File: src/rtl/flop_mode_pkg.sv
// Shared definitions for the T-flop-based multi-mode register bank.
// Holds the runtime mode encoding and the widest bank the design supports.
package flop_mode_pkg;

    typedef enum logic [1:0] {
        MODE_D  = 2'b00,
        MODE_T  = 2'b01,
        MODE_JK = 2'b10,
        MODE_SR = 2'b11
    } flop_mode_t;

    // Widest supported bank; it also sizes the per-cycle toggle popcount.
    localparam int MAX_WIDTH = 32;

endpackage : flop_mode_pkg

File: src/rtl/t_ff_cell.sv
// Single-bit T flip-flop: the state inverts on a rising edge whenever t=1.
// Reset is synchronous, active-high and wins over t.
module t_ff_cell (
    input  logic clk,
    input  logic reset,
    input  logic t,
    output logic q
);

    logic state_q;
    logic state_d;

    // Next state: invert when asked to toggle, otherwise hold.
    always_comb begin
        state_d = state_q ^ t;
    end

    // State register with synchronous clear.
    always_ff @(posedge clk) begin
        if (reset) begin
            state_q <= 1'b0;
        end else begin
            state_q <= state_d;
        end
    end

    assign q = state_q;

endmodule : t_ff_cell

File: src/rtl/t_core_flop_bank.sv
// WIDTH-bit multi-mode register (D, T, JK, SR) built from T flip-flop cells.
// A mode decoder turns (a, b) into a per-bit toggle vector each cycle; the
// top also keeps a saturating count of bit toggles and a sticky flag for
// S=R=1 in SR mode.
// Optional build macro FLOP_PARITY_EN: when defined, q_par is a register that
// tracks the even parity of q; when undefined, q_par is tied to 0.
module t_core_flop_bank
    import flop_mode_pkg::*;
#(
    parameter int WIDTH = 4,   // 1..MAX_WIDTH
    parameter int CNT_W = 8
) (
    input  logic             clk,
    input  logic             reset,
    input  logic             en,
    input  flop_mode_t       mode,
    input  logic [WIDTH-1:0] a,
    input  logic [WIDTH-1:0] b,
    input  logic             err_clr,
    output logic [WIDTH-1:0] q,
    output logic [CNT_W-1:0] toggle_cnt,
    output logic             sr_err,
    output logic             q_par
);

    // Popcount of up to MAX_WIDTH bits needs this many bits; the counter sum
    // is widened by the same amount so the clamp compare never overflows.
    localparam int POP_W = $clog2(MAX_WIDTH + 1);
    localparam int SUM_W = CNT_W + POP_W;
    localparam logic [SUM_W-1:0] CNT_MAX = {{POP_W{1'b0}}, {CNT_W{1'b1}}};

    logic [WIDTH-1:0] q_vec;
    logic [WIDTH-1:0] t_vec;
    logic [POP_W-1:0] pop;
    logic [SUM_W-1:0] cnt_sum;

    logic [CNT_W-1:0] toggle_cnt_q;
    logic [CNT_W-1:0] toggle_cnt_d;
    logic             sr_err_q;
    logic             sr_err_d;

    // One T cell per bit; the bank state is simply the collection of cells.
    generate
        for (genvar gi = 0; gi < WIDTH; gi++) begin : g_cell
            t_ff_cell u_cell (
                .clk   (clk),
                .reset (reset),
                .t     (t_vec[gi]),
                .q     (q_vec[gi])
            );
        end
    endgenerate

    // Mode decoder: express each flop flavour as "which bits must flip".
    always_comb begin
        t_vec = '0;
        if (en) begin
            case (mode)
                MODE_D:  t_vec = a ^ q_vec;
                MODE_T:  t_vec = a;
                MODE_JK: t_vec = (a & ~q_vec) | (b & q_vec);
                MODE_SR: t_vec = (a & ~b & ~q_vec) | (b & ~a & q_vec);
                default: t_vec = '0;
            endcase
        end
    end

    // Count flipping bits this cycle and add to the counter, clamping at max.
    always_comb begin
        pop = '0;
        for (int i = 0; i < WIDTH; i++) begin
            pop = pop + {{(POP_W-1){1'b0}}, t_vec[i]};
        end
        cnt_sum = {{POP_W{1'b0}}, toggle_cnt_q} + {{CNT_W{1'b0}}, pop};
        if (cnt_sum > CNT_MAX) begin
            toggle_cnt_d = {CNT_W{1'b1}};
        end else begin
            toggle_cnt_d = cnt_sum[CNT_W-1:0];
        end
    end

    // Sticky SR conflict flag: a new conflict beats a clear in the same cycle.
    always_comb begin
        sr_err_d = sr_err_q;
        if (en && (mode == MODE_SR) && ((a & b) != '0)) begin
            sr_err_d = 1'b1;
        end else if (err_clr) begin
            sr_err_d = 1'b0;
        end
    end

    // Counter and error flag registers; reset discards any pending update.
    always_ff @(posedge clk) begin
        if (reset) begin
            toggle_cnt_q <= '0;
            sr_err_q     <= 1'b0;
        end else begin
            toggle_cnt_q <= toggle_cnt_d;
            sr_err_q     <= sr_err_d;
        end
    end

`ifdef FLOP_PARITY_EN
    logic q_par_q;
    logic q_par_d;

    // Parity of the post-edge state, so the register matches ^q every cycle.
    always_comb begin
        q_par_d = ^(q_vec ^ t_vec);
    end

    // Parity register, cleared together with the bank.
    always_ff @(posedge clk) begin
        if (reset) begin
            q_par_q <= 1'b0;
        end else begin
            q_par_q <= q_par_d;
        end
    end

    assign q_par = q_par_q;
`else
    assign q_par = 1'b0;
`endif

    assign q          = q_vec;
    assign toggle_cnt = toggle_cnt_q;
    assign sr_err     = sr_err_q;

endmodule : t_core_flop_bank

File: config.mk
export PLATFORM = sky130hd
export DESIGN_NAME = t_core_flop_bank
export DESIGN_NICKNAME = d
export VERILOG_FILES = /design/src/rtl/flop_mode_pkg.sv /design/src/rtl/t_ff_cell.sv /design/src/rtl/t_core_flop_bank.sv
export SDC_FILE = /design/constraint.sdc
export NUM_CORES = 1
export LEC_CHECK = 0
export ABC_AREA = 1
export BUFFER_PORTS_ARGS = -buffer_cell sky130_fd_sc_hd__buf_2
export CAP_MARGIN = 5
export CORE_AREA = 2 2 60 62
export CTS_CLUSTER_SIZE = 24
export DETAILED_ROUTE_END_ITERATION = 8
export DIE_AREA = 0 0 62 64
export PLACE_DENSITY = 0.54
export SYNTH_ARGS = -nofsm -noshare
export SYNTH_HDL_FRONTEND = slang
export SYNTH_SLANG_ARGS = --single-unit
File: constraint.sdc
create_clock -name clk -period 8.11 [get_ports clk]
set_clock_uncertainty 0.15 [all_clocks]
set_input_delay 2.0275 -clock clk [delete_from_list [all_inputs] [get_ports clk]]
set_output_delay 2.0275 -clock clk [all_outputs]
set_load 0.02 [all_outputs]
==> After elaboration in Yosys (flattened, before gate mapping) <==
Cells that the tools add are included.
{ "word_totals": {"reg_bits": 13, "output_inout_bits": 14, "inputBits": 14, "wordCells": 41} }
{ "op_classes": {"bitwise_logic": 17, "n_reduce_logical": 5, "order_cmp": 1, "add_sub_neg": 4, "mux": 5, "n_eq_ne": 3} }
{ "ops": {"columns": ["operator", "n"], "rows": [
  ["$and 4x4->4", 7],
  ["$pmux 4 s4", 1],
  ["$not 4->4", 3],
  ["$add 8x4->9", 1],
  ["$gt 9x8->1 const B", 1],
  ["$mux 8", 1],
  ["$or 4x4->4", 2],
  ["$add 3x1->4", 1],
  ["$eq 2x2->1 const B", 2],
  ["$mux 4", 1],
  ["$reduce_bool 4->1", 1],
  ["$xor 1x1->1", 4],
  ["$xor 4x4->4", 1],
  ["$add 2x1->3", 1],
  ["$add 1x1->2", 1],
  ["$eq 2x1->1 const B", 1],
  ["$logic_and 1x1->1", 2],
  ["$logic_not 2->1", 1],
  ["$mux 1", 2],
  ["$reduce_bool 2->1", 1]
]} }

==> Depth between registers and ports, before layout <==
{ "depth": {"word_depth": 12, "mapped_depth": 16, "ltp_nobuf": 16} }

==> By module <==
A second synthesis with hierarchy kept.
{ "unflattened": {"cells_unflattened": 156, "hier_area_um2": 953.4} }
{ "by_module_without_submodules": {"columns": ["mod", "area_per_inst_um2", "n_inst", "cells_each", "seq_area_each_um2"], "rows": [
  ["t_core_flop_bank", 798.3, 1, 132, 180.2],
  ["t_ff_cell", 38.8, 4, 6, 20.0]
]} }

==> Worst setup path before layout <==
OpenSTA, ideal clock, no wires.
{ "synth_path": {"path_type": "input-to-reg", "startpoint": "in mode[1]", "endpoint": "reg toggle_cnt_q[7], in the netlist toggle_cnt[7]", "t_required_ns": 7.844, "setup_slack_ns": 3.548, "arrival_ns": 4.296, "setup_time_ns": 0.116, "stages": 14, "path_buffers": 0, "path_cell_list": "nand2_1 > nor2_1 > o22ai_1 > nand2_1 > fa_1 > inv_1 > fa_1 > fa_1 > nand2_1 > nor2_1 > nand3_1 > nand2_1 > o21ai_0 > nor2_1"} }
{ "synth_via": {"elab_chain_cells": 9, "elab_cells_between_ends": 12, "cone_classes": "4 x add/sub; 1 x order compare; 3 x eq/ne; 3 x mux; 1 x reduce/logical"} }
{ "synth_lines": {"columns": ["element", "line", "rtl"], "rows": [
  ["start: declaration", "t_core_flop_bank.sv:16", "input flop_mode_t mode,"],
  ["$eq 2x2->1 (tied with other cells)", "t_core_flop_bank.sv:58", "case (mode)"],
  ["$pmux 4 s4 *", "t_core_flop_bank.sv:58", null],
  ["$mux 4 *", "t_core_flop_bank.sv:57", "if (en) begin"],
  ["$add 1x1->2", "t_core_flop_bank.sv:72", "pop = pop + {{(POP_W-1){1'b0}}, t_vec[i]};"],
  ["$add 2x1->3", "t_core_flop_bank.sv:72", null],
  ["$add 3x1->4 *", "t_core_flop_bank.sv:72", null],
  ["$add 8x4->9 *", "t_core_flop_bank.sv:74", "cnt_sum = {{POP_W{1'b0}}, toggle_cnt_q} + {{CNT_W{1'b0}}, pop};"],
  ["$gt 9x8->1", "t_core_flop_bank.sv:75", "if (cnt_sum > CNT_MAX) begin"],
  ["$mux 8 *", "t_core_flop_bank.sv:75", null],
  ["end signal: assignment", "t_core_flop_bank.sv:98", "toggle_cnt_q <= toggle_cnt_d;"],
  ["end: declaration", "t_core_flop_bank.sv:37", "logic [CNT_W-1:0] toggle_cnt_q;"]
]} }
Every way passes the cells marked *; elsewhere a longest branch is shown, timed or not.
A chain may end at the register's enable or synchronous reset.

==> Final worst setup path <==
Same ends and word-level chain as after synthesis.

==> impl_metrics.ini <==
[outcome]
outcome = finished, final reports clean

[cells_and_area]
num_antenna_cells = 0
area_growth_pct = 18.4
fillerInstances = 379
drive_gt1_frac = 0.251
fin_nets = 190
fin_util = 0.341

[drt]
vias = 927
detail_route.first_pass.iterations = 4
wirelength_mm = 2.05
drtIter0Drc = 89
drc = 0
wl_per_cell_microns = 9.44
ant_nets = 0
viasPerCell = 4.27

[critical_path]
critPathMaxFanout = 7
critical_path_class = in2reg
crit_path_cell_trace = buf_2, nand2_1, nor2_1, o22ai_1, nand2_1, fa_1, inv_1, fa_1, fa_1, nand2_1, nor2_1, nand3_1, nand2_1, o21ai_0, nor2_1
path_delay_family = adder cells
worst_path_most_repeated_cell = nand2_1
cpPeakStageDelay_ns = 0.51
crit_slowest_cell = fa_1
cp_num_buf_inv = 2
cp-start-kind = input port
r2r_setup_slack_ns = 5.05
critical_path_required_ns = 8.13
cp-end-kind = flip-flop
critPathArrivalTime_ns = 4.62

[global_route]
antenna_found_initial = 0
grt_max_degree = 9
gr-total-overflow = 0
grt_pass1_wl_mm = 3.35
grt_pass1_vias = 840
grtUsageTotal = 0.109

[floorplan]
die_w_microns = 62
die_h_microns = 64
core_sq_mm = 0.00328
io_pins = 28
initial_core_util = 0.288
die_area_sq_mm = 0.00397
num_rows = 21

[sta]
maxSlewViolCount = 0
setup-tns-final_ns = 0
hold_ws_ns = 0.320
setup_slack_ns = 3.51
rsz0062_at_grt = no
min_period_ns = 4.60
hold_viol_final = 0
fmax_ghz = 0.217
finalSetupViolations = 0
period_share = 0.568

[clock_tree]
clockRootBuffer = clkbuf_4
cts_resized = 0
numCtsBuffers = 3
h-tree-depth = 1
cts.sinks = 13
clk_latency_ns = 0.28
cts_post_setup_buffers_inserted = 0
max-clock-path-buffers = 2
tritoncts = yes
cts_hold_buffers = 0
path_clk_slew_ns = 0.09

[synth]
synth_area_per_cell_sq_um = 6.43
synth_top_area_share = 0.275
synth_nets = 165
ys.warnings.count = 0
post_synth_num_cell_types = 25
synth_area_sq_um = 946
ys_ff_latch = 13
ys_seq_area_frac = 0.275
synth_area_leader_cell = dfxtp_1
syn_inst = 147
yosys-top-cells-area = dfxtp_1, nand2_1, inv_1, nor2_1, fa_1

[placed_design]
post-place-ws_ns = 3.20
place.gp.congestion = 0.825
port_buffers = 26
dp_hpwl_mm = 1.68

[power]
intPower_w = 0.000115
peakVddDrop_v = 0.0000945
combPwrFrac = 0.360
share_seq_of_total_power = 0.422
clockPowerShare = 0.217
switchingPower_w = 0.0000708
p_leak_nw = 0.577
p_total_w = 0.000186
swShare = 0.381
pwr_density_cell_mw_per_mm2 = 166

[flow_run]
maxCapViolCount = 0

[hold_path]
hold_class = reg2reg
[logic make-up (layout without fill, tap and decap cells)]
logic type	Yosys count	in the layout	synth area share
other cells	1	1	0.00396
compound gates	18	18	0.118
buf+inv	30	54	0.139
xor+xnor	4	4	0.0370
fa+ha+maj	4	4	0.0767
simple gates	77	77	0.351
flops	13	13	0.275
[through the flow]
| step | cell area (sq um) | std cells |
|---|---|---|
| after global routing | 1120 | 217 |
| after floorplan | 946 | 147 |
| after global placement | 1090 | 213 |
| final | 1120 | 217 |
| after CTS | 1120 | 217 |
| after detailed placement | 1090 | 213 |
[cell usage after synthesis]
cell and instances:
nand4_1 1, clkbuf_1 1, o211ai_1 2, nor2_2 4, nor2_1 19, a21oi_1 4
buf_4 5, dfxtp_1 13, nor3_1 1, fa_1 3, xnor2_1 2, inv_2 3
nand2_1 36, nand2_2 2, conb_1 1, and2_1 1, inv_1 21, nand3_1 11
a21oi_2 4, ha_1 1, nand3b_1 2, xor2_1 2, o21ai_1 2, o22ai_1 1
o21ai_0 5
[placed cells by master (no fill, tap or decap)]
cell | synthesis | routed
ha_1 | 1 | 1
o211ai_1 | 2 | 2
buf_2 | 0 | 26
inv_2 | 3 | 3
o21ai_0 | 5 | 5
xnor2_1 | 2 | 2
clkbuf_4 | 0 | 3
conb_1 | 1 | 1
xor2_1 | 2 | 2
o21ai_1 | 2 | 2
inv_1 | 21 | 21
nand4_1 | 1 | 1
a21oi_2 | 4 | 4
nand3b_1 | 2 | 2
clkinv_2 | 0 | 1
nand2_1 | 36 | 36
dfxtp_1 | 13 | 13
nand3_1 | 11 | 11
and2_1 | 1 | 1
nand2_2 | 2 | 2
nor2_1 | 19 | 19
nor3_1 | 1 | 1
o22ai_1 | 1 | 1
a21oi_1 | 4 | 4
fa_1 | 3 | 3
nor2_2 | 4 | 4
[routing by layer]
metal	global-route usage	part of all wire	vias up
li1	-	-	496
met1	0.150	0.51	397
met2	0.169	0.42	30
met3	0.0202	0.055	4
met4	0.0319	0.017	0
met5	0	0	-
[final timing paths]
kind	to	depth (start not counted)	from
worst max-delay path	toggle_cnt[7]$_SDFF_PP0_	15	mode[1]
worst min-delay path	sr_err$_SDFFE_PP0P_	2	sr_err$_SDFFE_PP0P_
worst max register to register	toggle_cnt[7]$_SDFF_PP0_	16	g_cell[2].u_cell.q$_SDFF_PP0_
worst min register to register	sr_err$_SDFFE_PP0P_	2	sr_err$_SDFFE_PP0P_
[final cells by class]
type / instances / area [sq um] / share of cell area
clock inverters: 1 / 5.00 / 0.00447
well taps: 46 / 57.6 / 0.0514
multi-input cells: 104 / 554 / 0.495
clock buffers: 3 / 22.5 / 0.0201
repair buffers: 26 / 130 / 0.116
inverters: 24 / 90.1 / 0.0804
flip-flops and latches: 13 / 260 / 0.232
[power by group through the flow]
stage	registers, W	clock network, W	logic, W
2_1_floorplan	0.0000854	0	0.0000433
3_3_place_gp	0.0000805	0	0.0000692
3_5_place_dp	0.0000801	0	0.0000676
4_1_cts	0.0000788	0.0000437	0.0000681
5_1_grt	0.0000801	0.0000460	0.0000783
6_report	0.0000785	0.0000404	0.0000669
[registers in the layout (all words and copies together), names as in the netlist]
signal and cells:
sr_err 1, toggle_cnt 8, g_cell.u_cell.q 4
[tightest hold or removal path: stages, from the launching register on]
cell and delay (ns):
dfxtp_1 0.32, nand2_1 0.06, a21oi_1 0.06
No activity file was read; power rests on OpenSTA's default activity.
